--- src/rtl/button_debounce_bank.sv ---
// button_debounce_bank: multi-channel push-button conditioner.
// Each channel synchronises its raw level, filters bounce with a stability counter,
// and emits registered press/release strobes plus long-press and auto-repeat strobes.
module button_debounce_bank #(
    parameter int unsigned NUM_BTN       = 5,
    parameter int unsigned SYNC_STAGES   = 2,
    parameter int unsigned STABLE_CNT    = 4,
    parameter int unsigned HOLD_CYCLES   = 10,
    parameter int unsigned REPEAT_EN     = 1,
    parameter int unsigned REPEAT_CYCLES = 3
) (
    input  logic               slow_clock,
    input  logic               resetn,
    input  logic [NUM_BTN-1:0] push_button,
    output logic [NUM_BTN-1:0] btn_level,
    output logic [NUM_BTN-1:0] btn_press,
    output logic [NUM_BTN-1:0] btn_release,
    output logic [NUM_BTN-1:0] long_press,
    output logic [NUM_BTN-1:0] btn_repeat
);

    localparam int unsigned CNT_W  = (STABLE_CNT > 1) ? $clog2(STABLE_CNT) : 1;
    localparam int unsigned HOLD_W = $clog2(HOLD_CYCLES + 1);
    localparam int unsigned REP_W  = (REPEAT_CYCLES > 1) ? $clog2(REPEAT_CYCLES) : 1;

    localparam logic [CNT_W-1:0]  CNT_MAX  = CNT_W'(STABLE_CNT - 1);
    localparam logic [HOLD_W-1:0] HOLD_MAX = HOLD_W'(HOLD_CYCLES);
    localparam logic [HOLD_W-1:0] HOLD_PRE = HOLD_W'(HOLD_CYCLES - 1);
    localparam logic [REP_W-1:0]  REP_MAX  = REP_W'(REPEAT_CYCLES - 1);
    localparam bit                RepOn    = (REPEAT_EN != 0);

    logic [NUM_BTN-1:0] sync_q [SYNC_STAGES];
    logic [NUM_BTN-1:0] sync_out;

    assign sync_out = sync_q[SYNC_STAGES-1];

    // Metastability synchroniser: plain shift chain, all channels in parallel
    always_ff @(posedge slow_clock or negedge resetn) begin
        if (!resetn) begin
            for (int s = 0; s < SYNC_STAGES; s++) begin
                sync_q[s] <= '0;
            end
        end else begin
            sync_q[0] <= push_button;
            for (int s = 1; s < SYNC_STAGES; s++) begin
                sync_q[s] <= sync_q[s-1];
            end
        end
    end

    for (genvar i = 0; i < NUM_BTN; i++) begin : g_chan
        logic [CNT_W-1:0]  cnt_q, cnt_d;
        logic [HOLD_W-1:0] hold_q, hold_d;
        logic [REP_W-1:0]  rep_q, rep_d;
        logic              level_q, level_d;
        logic              press_q, press_d;
        logic              release_q, release_d;
        logic              long_q, long_d;
        logic              repeat_q, repeat_d;
        logic              differ, flip, held;

        // Stability filter, strobe generation and hold/repeat timing for one channel
        always_comb begin
            differ    = sync_out[i] ^ level_q;
            flip      = differ && (cnt_q == CNT_MAX);
            // A flipping edge never counts as held, so release suppresses long/repeat
            held      = level_q && !flip;
            level_d   = flip ? sync_out[i] : level_q;
            cnt_d     = (differ && !flip) ? cnt_q + CNT_W'(1) : '0;
            press_d   = flip && !level_q;
            release_d = flip && level_q;
            hold_d    = '0;
            rep_d     = '0;
            long_d    = 1'b0;
            repeat_d  = 1'b0;
            if (held) begin
                if (hold_q == HOLD_MAX) begin
                    hold_d = hold_q;
                    if (RepOn) begin
                        if (rep_q == REP_MAX) begin
                            repeat_d = 1'b1;
                        end else begin
                            rep_d = rep_q + REP_W'(1);
                        end
                    end
                end else begin
                    hold_d = hold_q + HOLD_W'(1);
                    long_d = (hold_q == HOLD_PRE);
                end
            end
        end

        // Channel state and registered outputs
        always_ff @(posedge slow_clock or negedge resetn) begin
            if (!resetn) begin
                cnt_q     <= '0;
                hold_q    <= '0;
                rep_q     <= '0;
                level_q   <= 1'b0;
                press_q   <= 1'b0;
                release_q <= 1'b0;
                long_q    <= 1'b0;
                repeat_q  <= 1'b0;
            end else begin
                cnt_q     <= cnt_d;
                hold_q    <= hold_d;
                rep_q     <= rep_d;
                level_q   <= level_d;
                press_q   <= press_d;
                release_q <= release_d;
                long_q    <= long_d;
                repeat_q  <= repeat_d;
            end
        end

        assign btn_level[i]   = level_q;
        assign btn_press[i]   = press_q;
        assign btn_release[i] = release_q;
        assign long_press[i]  = long_q;
        assign btn_repeat[i]  = RepOn ? repeat_q : 1'b0;
    end

endmodule

--- config.mk ---
export PLATFORM = sky130hd
export DESIGN_NAME = button_debounce_bank
export DESIGN_NICKNAME = d
export VERILOG_FILES = /design/src/rtl/button_debounce_bank.sv
export SDC_FILE = /design/constraint.sdc
export NUM_CORES = 1
export LEC_CHECK = 0
export ABC_AREA = 1
export CAP_MARGIN = 30
export CORE_AREA = 2 2 109 111
export DETAILED_ROUTE_END_ITERATION = 7
export DIE_AREA = 0 0 111 113
export PLACE_DENSITY_LB_ADDON = 0.08
export SYNTH_ARGS = -nofsm -noshare
export SYNTH_HDL_FRONTEND = slang
export SYNTH_SLANG_ARGS = --single-unit
--- constraint.sdc ---
create_clock -name slow_clock -period 1.4 [get_ports slow_clock]
set_clock_uncertainty 0.05 [all_clocks]
set_input_delay 0.21 -clock slow_clock [delete_from_list [all_inputs] [get_ports slow_clock]]
set_output_delay 0.21 -clock slow_clock [all_outputs]
set_load 0.01 [all_outputs]
==> run_results.csv, run 1 <==
group,metric,value,unit
final_layout,final_common_cell,"dfrtp_1",
critical_path,arrival,1.04,ns
detailed_routing,drt-vias-per-instance,4.18,
critical_path,rr_startpoint,"g_chan[2].hold_q[0]$_DFFE_PN0P_",
die,coreArea,0.0113,mm^2
detailed_routing,drc,0,
die,die_y,113,um
power,power,6.54,mW
die,rows,39,
global_routing,overflow,0,
global_routing,grt_pass1_wl,10.0,mm
logic_synthesis,synth_area_leader_cell,"dfrtp_1",
timing,setup_violations,0,
detailed_routing,ant_nets,0,
critical_path,rr_worst_depth,5,
clock_network,root_buffer,"clkbuf_16",
global_routing,grt_use_total,10.1,%
power,static-leakage-power,1.98,nW
logic_synthesis,synth_fp_nets,373,
global_routing,busiest_layer,"met2",
critical_path,cp-end-kind,"output port",
clock_network,clock_path_buffers,2,
placed_design,placed_cell_area,0.00369,mm^2
die,dieArea,0.0125,mm^2
flow_run,cap_violations,0,
final_layout,design_area,0.00398,mm^2
critical_path,crit_fanout,5,
detailed_routing,drtIter0Drc,64,
final_layout,layout.cells.non_filler,519,
clock_network,htree_levels,3,
timing,slew_violations,0,
clock_network,numCtsBuffers,9,
detailed_routing,wl,5.49,mm
timing,final-hold-violation-count,0,
worst_hold_path,hp-class,"input pin to flip-flop",
global_routing,met1_usage,13.0,%
logic_synthesis,synth.top_cell.area_share,55.9,%
timing,tightest_slew,0.408,ns
global_routing,use_met3,3.16,%
critical_path,crit_path_max_incr_delay,0.41,ns
global_routing,grt_pass1_vias,2173,
die,io_pins,32,
worst_hold_path,min_to,"sync_q[7]$_DFF_PN0_",
critical_path,worstSetupStartpointType,"flip-flop",
timing,period_needed,1.30,ns
worst_hold_path,hold_depth,1,
final_layout,drive_gt1_share,9.84,%
power,p_per_area,1640,mW/mm^2
logic_synthesis,synth_cells,346,
logic_synthesis,synth_area_leaders,"dfrtp_1 (56%), ha_1 (7.4%), nand2_1 (6.8%)",
critical_path,cp_slowest_cell,"dfrtp_1",
final_layout,insertedDiodeCount,0,
logic_synthesis,seq_area_frac_synth,55.9,%
clock_network,tritoncts,"built",
critical_path,crit_family,"flip-flops",
logic_synthesis,yosys.cell_types.count,15,
timing,finalSetupTns,0,ns
placed_design,globalplace.congestion,0.738,
detailed_routing,vias,2171,
logic_synthesis,ys_ff_latch,75,
timing,min_period_over_period,92.6,%
logic_synthesis,ys_warn_count,0,
logic_synthesis,avgSynthCellArea,9.71,um^2
final_layout,syn2layout_area_growth,18.4,%
placed_design,port-buffer-count,31,
global_routing,grt_use_met2,15.3,%
clock_network,clock_latency,0.33,ns
critical_path,path_cells,"dlygate4sd2_1",
critical_path,required,1.14,ns
critical_path,reg2reg_slack,0.16,ns
critical_path,cp_num_buf_inv,1,
timing,slew_headroom,72.8,%
power,ir_worst_vdd,0.000556,V
logic_synthesis,synth_area,0.00336,mm^2
detailed_routing,first_pass_iters,4,
critical_path,worstReg2RegEnd,"g_chan[2].hold_q[0]$_DFFE_PN0P_",
final_layout,nets,398,
worst_hold_path,min-delay-start,"push_button[2]",
global_routing,antenna_found_initial,0,
global_routing,grt_max_degree,76,
timing,rsz0062_at_grt,"no",
die,die_w,111,um
critical_path,worstSetupPathType,"flip-flop to output port",
detailed_routing,wire_per_inst,10.6,um
placed_design,hpwl,3.53,mm
die,start_util,29.8,%
clock_network,numClockSinks,75,
status,status,"completed",
clock_network,path_clk_slew,0.06,ns
timing,clock.fmax,771,MHz
placed_design,place_inst,498,
final_layout,nFillCells,1161,
final_layout,final_cell_mix,"dfrtp_1 (75), nand2_1 (61), inv_1 (45), nor2_1 (36), dlygate4sd2_1 (25)",
## cell usage after synthesis (all sizes together)
master and n:
ha 20, nand3 20, inv 55, nand2 61, dfrtp 75, nor3 15, a21oi 14, nor2 36
buf 25, xnor2 5, nand4 15, o21ai 5
## metal layers
metal | vias up | share of wire, %
li1 | 1122 | -
met1 | 1006 | 49
met2 | 35 | 44
met3 | 8 | 4.0
met4 | 0 | 2.0
met5 | - | 0
## worst max-delay path by stage
stage                                          from                               to  slack, ns  cells past startpoint
floorplan           g_chan[4].hold_q[0]$_DFFE_PN0P_  g_chan[4].hold_q[0]$_DFFE_PN0P_       0.27                      6
global placement    g_chan[2].hold_q[0]$_DFFE_PN0P_  g_chan[2].hold_q[0]$_DFFE_PN0P_       0.18                      5
detailed placement  g_chan[1].hold_q[0]$_DFFE_PN0P_     g_chan[1].repeat_q$_DFF_PN0_       0.15                      4
CTS                   g_chan[4].level_q$_DFFE_PN0P_                     btn_level[4]       0.08                      1
global route        g_chan[1].hold_q[0]$_DFFE_PN0P_  g_chan[1].hold_q[1]$_DFFE_PN0P_       0.02                      5
finish                g_chan[4].level_q$_DFFE_PN0P_                     btn_level[4]       0.10                      1
## power by group
group | internal [mW] | leakage [nW] | switching, mW
Clock | 1.29 | 0.137 | 0.835
Combinational | 0.631 | 0.843 | 0.947
Sequential | 2.52 | 0.999 | 0.316
Total | 4.44 | 1.98 | 2.10
## sequential cells by signal, indices dropped and copies added, names as in the netlist
signal and flops:
g_chan.release_q 5, g_chan.cnt_q 10, sync_q 5, g_chan.rep_q 10, sync_out 5, g_chan.long_q 5
g_chan.press_q 5, g_chan.level_q 5, g_chan.repeat_q 5, g_chan.hold_q 20
## stage by stage
step | hold WS (ns) | util [%] | setup slack [ns]
CTS | 0.258 | 35.3 | 0.0797
global route | 0.257 | 35.3 | 0.0188
global placement | 0.225 | 32.8 | 0.176
finish | 0.268 | 35.3 | 0.103
floorplan | -0.136 | - | 0.270
detailed placement | 0.219 | 32.8 | 0.147
## cell type report
cell class	count	area (um^2)	area share, %
Clock buffer	14	264	6.64
Clock inverter	2	10.0	0.252
Timing Repair Buffer	39	352	8.84
Multi-Input combinational cell	191	1090	27.4
Tap cell	143	179	4.50
Inverter	55	206	5.19
Sequential cell	75	1880	47.2
## kinds of logic after synthesis
logic type / synth area share (%)
flops: 55.9
buf+inv: 11.7
simple gates: 20.7
xor+xnor: 1.30
fa+ha+maj: 7.45
compound gates: 2.94
## timing repair
| action | in CTS | in global routing |
|---|---|---|
| hold buffers | 1 | 0 |
| hold endpoints to repair | 75 | 0 |
| setup buffers | 4 | 0 |
| gates resized for setup | 25 | 0 |
| endpoints found under the setup margin | 25 | 0 |
No activity file was read; power rests on OpenSTA's default activity.
==> run 2, diff against run 1 <==
DONT_BUFFER_PORTS = 1   (was default)
==> run 2 against run 1 <==
The run now ends with hold timing left. Clock power is 3% lower. Register-to-register slack about the same. Via count is 4.7% lower. Worst hold slack worse by 0.75 ns. Cell count shrank 6.4%. Critical endpoint is now g_chan[2].rep_q[0]$_DFF_PN0_. Largest power group unchanged. Sequential share of layout area is 3.9 points higher. Worst setup slack better by 0.054 ns. Global-route usage fell by 0.12 points.
==> run_results.csv, run 2 (synthesis results as in run 1) <==
group,metric,value,unit
die,io_pins,32,
timing,period_needed,1.24,ns
placed_design,hpwl,3.57,mm
critical_path,worstReg2RegEnd,"g_chan[2].rep_q[0]$_DFF_PN0_",
timing,slew_violations,0,
critical_path,reg2reg_slack,0.16,ns
clock_network,htree_levels,3,
final_layout,final_common_cell,"dfrtp_1",
final_layout,top_register,"g_chan.hold_q",
clock_network,path_clk_slew,0.06,ns
timing,setup_ws,0.157,ns
clock_network,clock_path_buffers,2,
timing,clock.fmax,805,MHz
status,failed_checks,"hold timing",
detailed_routing,wire_per_inst,11.3,um
critical_path,worstSetupPathType,"flip-flop to flip-flop",
global_routing,grt_pass1_wl,9.75,mm
critical_path,worstSetupStartpointType,"flip-flop",
timing,timing.hold.ws,-0.481,ns
die,start_util,29.8,%
clock_network,cts_hold_buf,5,
flow_run,cap_violations,0,
final_layout,drive_gt1_share,9.04,%
final_layout,largest_reg_flops,20,
clock_network,tritoncts,"built",
critical_path,rr_worst_depth,4,
die,die_y,113,um
global_routing,antenna_found_initial,0,
final_layout,insertedDiodeCount,0,
detailed_routing,drc,0,
power,p_per_area,1700,mW/mm^2
die,coreArea,0.0113,mm^2
timing,finalSetupTns,0,ns
final_layout,nets,365,
placed_design,place_inst,465,
final_layout,final_cell_mix,"dfrtp_1 (75), nand2_1 (61), inv_1 (45), nor2_1 (36), ha_1 (20)",
global_routing,grt_use_total,9.96,%
power,ir_worst_vdd,0.000812,V
critical_path,cp-end-kind,"flip-flop",
timing,slew_headroom,80.0,%
global_routing,overflow,0,
global_routing,grt_max_degree,76,
timing,min_period_over_period,88.8,%
timing,setup_violations,0,
placed_design,port-buffer-count,0,
detailed_routing,first_pass_iters,4,
power,power,6.23,mW
critical_path,rr_startpoint,"g_chan[2].hold_q[0]$_DFFE_PN0P_",
timing,final-hold-violation-count,75,
global_routing,grt_pass1_vias,2123,
die,dieArea,0.0125,mm^2
clock_network,root_buffer,"clkbuf_16",
final_layout,syn2layout_area_growth,9.27,%
final_layout,multi_input_area,0.00109,mm^2
critical_path,arrival,1.44,ns
final_layout,seqCellArea,0.00188,mm^2
critical_path,required,1.59,ns
die,die_w,111,um
detailed_routing,wl,5.50,mm
placed_design,placed_cell_area,0.00336,mm^2
clock_network,numCtsBuffers,9,
final_layout,layout.cells.non_filler,486,
timing,tightest_slew,0.300,ns
power,static-leakage-power,1.73,nW
critical_path,crit_fanout,7,
die,rows,39,
clock_network,cts_resized,0,
clock_network,numClockSinks,75,
clock_network,cts_setup_buffers,0,
timing,rsz0062_at_grt,"no",
detailed_routing,ant_nets,0,
detailed_routing,drtIter0Drc,93,
status,status,"finished, violations left",
placed_design,dp_slack,0.139,ns
clock_network,clock_latency,0.33,ns
detailed_routing,drt-vias-per-instance,4.26,
final_layout,design_area,0.00367,mm^2
final_layout,reg_top3,"g_chan.hold_q x20, g_chan.cnt_q x10, g_chan.rep_q x10",
placed_design,globalplace.congestion,0.780,
detailed_routing,vias,2070,
final_layout,nFillCells,1135,
worst_hold_path,hp-class,"input pin to async pin",
## run 2: where the power goes
part	switching [mW]	total [mW]	internal, mW
clock network	0.870	2.06	1.19
registers	0.436	2.95	2.52
logic	0.759	1.22	0.458
## run 2: worst max-delay path by stage
stage | cells past startpoint | from | slack, ns | endpoint
3_3_place_gp | 4 | g_chan[2].hold_q[0]$_DFFE_PN0P_ | 0.17 | g_chan[2].repeat_q$_DFF_PN0_
5_1_grt | 5 | g_chan[2].hold_q[0]$_DFFE_PN0P_ | 0.02 | g_chan[2].hold_q[0]$_DFFE_PN0P_
2_1_floorplan | 6 | g_chan[4].hold_q[0]$_DFFE_PN0P_ | 0.27 | g_chan[4].hold_q[0]$_DFFE_PN0P_
4_1_cts | 5 | g_chan[2].hold_q[0]$_DFFE_PN0P_ | 0.14 | g_chan[2].hold_q[0]$_DFFE_PN0P_
3_5_place_dp | 4 | g_chan[2].hold_q[0]$_DFFE_PN0P_ | 0.14 | g_chan[2].rep_q[0]$_DFF_PN0_
6_report | 4 | g_chan[2].hold_q[0]$_DFFE_PN0P_ | 0.16 | g_chan[2].rep_q[0]$_DFF_PN0_
## run 2: final cells by class
cell class | count | share of cell area (%)
clock inverters | 5 | 0.818
clock buffers | 11 | 6.34
flip-flops and latches | 75 | 51.1
multi-input cells | 191 | 29.7
repair buffers | 6 | 1.57
well taps | 143 | 4.87
inverters | 55 | 5.62
## run 2: through the flow
step | utilization (%) | hold WS [ns]
global route | 32.6 | -0.515
detailed placement | 29.8 | -0.133
global placement | 29.8 | -0.134
floorplan | - | -0.136
CTS | 32.6 | -0.501
finish | 32.6 | -0.481
## run 2: metal layers
layer | global-route usage (%) | up-vias | routed length, um
met5 | 0 | - | 0
met4 | 3.75 | 0 | 84
met3 | 5.41 | 8 | 379
met2 | 15.8 | 34 | 2480
met1 | 11.4 | 977 | 2560
li1 | - | 1051 | -
## run 2: worst max-delay path, cell delays in order, from the launching register on
cell,delay [ns]
dfrtp_1,0.45
inv_1,0.10
ha_1,0.23
nand3_4,0.13
nor3_1,0.19
